--- src/rtl/wishbone_board_mem_mp.sv ---
// Multi-port board memory with one write slave, NUM_RD read slaves, and a clear sweep run on reset and on request.
// Optional macro BOARD_MEM_PARITY_EN stores an even-parity bit per cell and adds the rd_err_o output.
module wishbone_board_mem_mp #(
    parameter int unsigned BOARD_SIZE = 16,
    parameter int unsigned CELL_W     = 8,
    parameter int unsigned NUM_RD     = 2,
    localparam int unsigned ADDR_W    = $clog2(BOARD_SIZE * BOARD_SIZE)
) (
    input  logic                     clk,
    input  logic                     rst,
    input  logic                     clear_i,
    output logic                     busy_o,
    input  logic                     wr_cyc_i,
    input  logic                     wr_stb_i,
    input  logic                     wr_we_i,
    input  logic [ADDR_W-1:0]        wr_adr_i,
    input  logic [CELL_W-1:0]        wr_dat_i,
    output logic                     wr_ack_o,
    input  logic [NUM_RD-1:0]        rd_cyc_i,
    input  logic [NUM_RD-1:0]        rd_stb_i,
    input  logic [NUM_RD*ADDR_W-1:0] rd_adr_i,
    output logic [NUM_RD*CELL_W-1:0] rd_dat_o,
`ifdef BOARD_MEM_PARITY_EN
    output logic [NUM_RD-1:0]        rd_err_o,
`endif
    output logic [NUM_RD-1:0]        rd_ack_o
);

    localparam int unsigned CELLS = BOARD_SIZE * BOARD_SIZE;
`ifdef BOARD_MEM_PARITY_EN
    localparam int unsigned MEM_W = CELL_W + 1;
`else
    localparam int unsigned MEM_W = CELL_W;
`endif

    typedef enum logic {
        IDLE  = 1'b0,
        CLEAR = 1'b1
    } state_t;

    state_t            state_q;
    state_t            state_d;
    logic [ADDR_W-1:0] cnt_q;
    logic [ADDR_W-1:0] cnt_d;
    logic              wr_take;
    logic              mem_we;
    logic [ADDR_W-1:0] mem_wa;
    logic [MEM_W-1:0]  mem_wd;
    logic              idle;

    logic [MEM_W-1:0]  mem [CELLS];

    logic [ADDR_W-1:0] rd_adr  [NUM_RD];
    logic [MEM_W-1:0]  rd_word [NUM_RD];
    logic [NUM_RD-1:0] rd_take;

    // Indices past the last cell exist when BOARD_SIZE is not a power of two.
    function automatic logic in_range(input logic [ADDR_W-1:0] a);
        return {1'b0, a} < (ADDR_W + 1)'(CELLS);
    endfunction

    assign idle = (state_q == IDLE);

    // Next state, sweep counter and the single memory write port.
    always_comb begin
        state_d = state_q;
        cnt_d   = cnt_q;
        wr_take = 1'b0;
        mem_we  = 1'b0;
        mem_wa  = wr_adr_i;
`ifdef BOARD_MEM_PARITY_EN
        mem_wd  = {^wr_dat_i, wr_dat_i};
`else
        mem_wd  = wr_dat_i;
`endif
        case (state_q)
            IDLE: begin
                if (clear_i) begin
                    state_d = CLEAR;
                    cnt_d   = '0;
                end else if (wr_cyc_i && wr_stb_i && !wr_ack_o) begin
                    wr_take = 1'b1;
                    mem_we  = wr_we_i && in_range(wr_adr_i);
                end
            end
            CLEAR: begin
                // A zero word has even parity 0, so the all-zero pattern is a valid cleared cell.
                mem_we = 1'b1;
                mem_wa = cnt_q;
                mem_wd = '0;
                if (cnt_q == ADDR_W'(CELLS - 1)) begin
                    state_d = IDLE;
                end else begin
                    cnt_d = cnt_q + ADDR_W'(1);
                end
            end
            default: state_d = CLEAR;
        endcase
    end

    always_ff @(posedge clk) begin
        if (rst) begin
            state_q  <= CLEAR;
            cnt_q    <= '0;
            busy_o   <= 1'b1;
            wr_ack_o <= 1'b0;
        end else begin
            state_q  <= state_d;
            cnt_q    <= cnt_d;
            busy_o   <= (state_d == CLEAR);
            wr_ack_o <= wr_take;
        end
    end

    always_ff @(posedge clk) begin
        if (mem_we && !rst) begin
            mem[mem_wa] <= mem_wd;
        end
    end

    // Read ports sample the array before this cycle's write lands, giving read-first behaviour.
    always_comb begin
        for (int k = 0; k < NUM_RD; k++) begin
            rd_adr[k]  = rd_adr_i[k*ADDR_W +: ADDR_W];
            rd_take[k] = idle && rd_cyc_i[k] && rd_stb_i[k] && !rd_ack_o[k];
            rd_word[k] = in_range(rd_adr[k]) ? mem[rd_adr[k]] : '0;
        end
    end

    always_ff @(posedge clk) begin
        if (rst) begin
            rd_ack_o <= '0;
            rd_dat_o <= '0;
`ifdef BOARD_MEM_PARITY_EN
            rd_err_o <= '0;
`endif
        end else begin
            for (int k = 0; k < NUM_RD; k++) begin
                rd_ack_o[k] <= rd_take[k];
                if (rd_take[k]) begin
                    rd_dat_o[k*CELL_W +: CELL_W] <= rd_word[k][CELL_W-1:0];
`ifdef BOARD_MEM_PARITY_EN
                    rd_err_o[k] <= ^rd_word[k];
`endif
                end
            end
        end
    end

endmodule

--- config.mk ---
export PLATFORM = sky130hd
export DESIGN_NAME = wishbone_board_mem_mp
export DESIGN_NICKNAME = d
export VERILOG_FILES = /design/src/rtl/wishbone_board_mem_mp.sv
export SDC_FILE = /design/constraint.sdc
export NUM_CORES = 2
export LEC_CHECK = 0
export ABC_AREA = 0
export CAP_MARGIN = 20
export CORE_MARGIN = 8
export CORE_UTILIZATION = 45
export CTS_CLUSTER_SIZE = 14
export DETAILED_ROUTE_END_ITERATION = 7
export PLACE_DENSITY = 0.59
export SYNTH_ARGS = -nofsm -noshare
export SYNTH_HDL_FRONTEND = slang
export SYNTH_SLANG_ARGS = --single-unit
--- constraint.sdc ---
create_clock -name clk -period 20.1 [get_ports clk]
set_input_delay 4.02 -clock clk [delete_from_list [all_inputs] [get_ports clk]]
set_output_delay 4.02 -clock clk [all_outputs]
set_load 0.1 [all_outputs]
# [Word-level counts from Yosys, hierarchy flattened]
# Memory sizes are Yosys's and may differ from the RTL's. A register that Yosys moved wholly into a read port is not among the register bits.
# Cells that the tools add are included.
[classes] n_addsub=1 multipliers=0 div_mod_pow=0 magnitude_cmp=0 n_eq_ne=3 shift=0 muxes=14 n_bitwise=1 reduce_logical=15
[op_table] cell="8-bit 2-to-1 mux" n=4
[op_table] cell="8-bit case mux with 2 select lines" n=1
[op_table] cell="1-bit logical AND" n=9
[op_table] cell="8-bit by 1-bit adder with 8-bit output, second input constant" n=1
[op_table] cell="8-bit equality test, second input constant" n=1
[op_table] cell="1-bit 2-to-1 mux" n=7
[op_table] cell="1-bit zero test" n=4
[op_table] cell="2-bit inequality test, second input constant" n=2
[op_table] cell="1-bit case mux with 2 select lines" n=2
[op_table] cell="3-bit OR reduction" n=1
[op_table] cell="2-bit AND reduction" n=1
[op_table] cell="1-bit inverter" n=1
[totals] register_bits=12 latch_bits=0 ram_bits=2048 mem_bits_ro=0 out_inout_bits=20 n_memories=1
[memory_table] name="mem" depth=256 width=8 rd=2 rd_clocked_by_memory_dff=2 wr=1 line_no="51" source="logic [MEM_W-1:0] mem [CELLS];"

# [Logic depth before layout (Yosys ltp)]
[logic_depth] depth_word=8 ltp_mapped=14 mapped_depth_nobuf=8

# [Least setup slack after synthesis]
# No wires, ideal clock.
[synth_timing] path_type="input -> register" from="input port wr_dat_i[0]" to="memory mem[0][0] (netlist name) (data pin)" setup_time_ps=1446 arrival_ps=10165 slack_ps=8489 cell_stages=1 cell_sequence="nor2b_1"
[synth_between] elab_chain_len=1
[synth_rtl] element="start, declared" line_no="17" source="input logic [CELL_W-1:0] wr_dat_i,"
[synth_rtl] element="8-bit 2-to-1 mux" line_no="76" source="case (state_q)"
[synth_rtl] element="end, declared" line_no="51"
# No other way between the ends.

==> flow_summary.ini <==
[outcome]
status = finished, final reports clean

[logic_synthesis]
syn_area_per_cell_um2 = 18.1
synth_top_family_by_area = multiplexers
yosysTopAreaCell = edfxtp_1
synth_fa_ha_area_frac = 0.000127
synthMuxAreaShare = 0.244
synth_seq_cells = 2076
synth_area_um2 = 98200
ys_warn_count = 0
syn_nets = 5480
yosysUniqueCellTypes = 78
synth-async-reset-ratio = 0
yosysMostFrequentCell = edfxtp_1
synth_common_cells = edfxtp_1 (2,048), mux4_2 (782), mux2i_1 (534)
synth_cells = 5437
synth_xor_area_frac = 0.000357
netlist.area_leader.share = 0.626
synth-simple-area-share = 0.0363
synth_compound_area_frac = 0.0549
ys_seq_area_frac = 0.632
synth_edf_count = 2048
ys.flop_type = edfxtp_1
synthTopCellsByArea = edfxtp_1 (63%), mux4_2 (18%), mux2i_1 (5.4%)

[cts]
cts-htree-levels = 4
clock_sinks = 2076
ctsResizeCount = 0
cts_made_buffers = 216
tritoncts = built
clk_pin_slew_ns = 0.06
ctsHoldBuffers = 0
clock_latency_ns = 0.87
post-cts-setup-buffer-count = 0
root_buffer = clkbuf_16
clock_path_buffers = 3

[sta]
max_freq_ghz = 0.112
setup_viol = 0
worst_slew_pin_slew_ns = 1.30
fin_tns_setup_ns = 0
period_share = 0.444
report.final.slew_viol_count = 0
fin_skew_ns = 0.0424
setup_ws_ns = 11.18
min_period_ns = 8.92
relSlewSlack = 0.129
rsz0062_at_grt = false
hold_viol_final = 0

[run]
maxCapViolCount = 0

[routing]
post_drt_via_cell_ratio = 6.92
drtPass1Iterations = 7
wl_per_cell_um = 39.5
drtIter0Drc = 8696
via_count = 58927
drc_errors = 0
wirelength_mm = 337
ant_nets = 0

[placed_design]
gp_congestion = 0.919
portBuffers = 61
dpl.hpwl_mm = 216
pre_cts_slack_ns = 10.45
dpl.cell_count = 8103
dpl_cell_area_um2 = 101000

[die]
fp-row-count = 171
initial_utilization = 0.453
die_area_um2 = 233000
die_x_um = 483
chipHeight_um = 483
io_pins = 62
coreArea_um2 = 217000

[layout]
design_area_um2 = 108000
n_fill_cell = 17762
nets = 5515
drive_gt1_frac = 0.240
fin_util = 0.499
syn2layout_area_growth_pct = 10.2
fin_cells = 8521

[pwr]
p_leak_uw = 0.0348
powerDensity_nw_per_um2 = 87.4
peakVddDrop_v = 0.0000944

[critical_path]
critPathLaunchType = input pin
cp-end-kind = flip-flop
cp.arrival_ns = 9.66
path_max_fanout = 61
rr_startpoint = state_q
cp_data_required_time_ns = 20.84
setup.worst_path.start = rd_adr_i[0]
critical_path_class = input pin to flip-flop

[grt]
grt_antenna_before_repair = 17
grt_pass1_vias = 58184
grt_start_max_net_pins = 209
track_usage = 0.280
grt_first_pass_wirelength_mm = 467
grt-ovfl-total = 0

[hold_path]
hold_class = flip-flop to flip-flop
hold_path_startpoint = cnt_q[4]
-- where the power goes --
part	switching [µW]	internal, µW	total (µW)
logic	409	249	658
registers	1.96	4680	4690
clock network	1760	2350	4110
-- registers in the layout (all words and copies together) (netlist names) --
name and flops:
rd_dat_o 16, cnt_q 8, wr_ack_o 1, rd_ack_o 2, state_q 1, mem 2048
-- stage by stage --
step,power (µW),hold WS (ns)
final,9460,0.538
after floorplan,5210,0.484
after detailed placement,5430,0.524
after CTS,9470,0.533
after global routing,9650,0.569
after global placement,5420,0.506
-- cell families (layout without fill, tap and decap cells) --
group,count (synthesis),after routing
DFF,2076,2076
muxes,1355,1355
and+or+nand+nor,797,797
AOI/OAI and AO/OA,758,758
buffers and inverters,446,669
xor gates and xnor gates,4,4
adders and majority gates,1,1
other,0,7
-- area by class of cell --
| class | instances | area [µm²] | area share |
|---|---|---|---|
| multi-input combinational | 2915 | 33100 | 0.306 |
| inverter | 16 | 67.6 | 0.000624 |
| tap | 2854 | 3570 | 0.0330 |
| antenna | 7 | 17.5 | 0.000162 |
| sequential | 2076 | 62100 | 0.573 |
| clock buffer | 269 | 5710 | 0.0527 |
| timing repair buffer | 247 | 2220 | 0.0205 |
| clock inverter | 137 | 1460 | 0.0135 |
-- cells in the final DEF (no fill, tap or decap), drive strengths merged, types with 23 or more instances in the layout --
cell type      Yosys  routed
a2111oi           38      38
nor2             347     347
nor3              67      67
o221ai           102     102
mux2i            534     534
and2              23      23
a22oi             91      91
o22ai            174     174
bufinv             0      26
clkdlybuf4s50      0      52
a21oi             98      98
edfxtp          2048    2048
inv               13      23
mux4             817     817
nand3             48      48
nor4              27      27
a211oi            54      54
dfxtp             28      28
o21ai             59      59
clkbuf           151     269
clkinv             3      93
buf              279     195
nand2            187     187
a31oi             23      23
-- critical path, cell delays in order --
cell and delay [ns]:
buf_8 0.42, buf_4 0.66, buf_4 0.87, buf_4 0.81, mux4_2 0.61, a211oi_1 0.94
a2111oi_0 0.30, a32oi_1 0.70, nand2_1 0.12
-- worst paths after layout --
| path | endpoint | slack (ns) | cells after the start |
|---|---|---|---|
| max | rd_dat_o[4] | 11.18 | 9 |
| min | cnt_q[4] | 0.54 | 2 |
| max reg2reg | mem[95][2] | 15.77 | 4 |
| min reg2reg | cnt_q[4] | 0.54 | 2 |
-- per-layer routing --
layer  track usage  vias up  share of wire
met5             0        -        0.00049
li1              -    23224              -
met2         0.432     3737           0.45
met4         0.146        8          0.065
met3        0.0621      750           0.10
met1         0.375    31208           0.38
(Power assumes the default switching activity.)
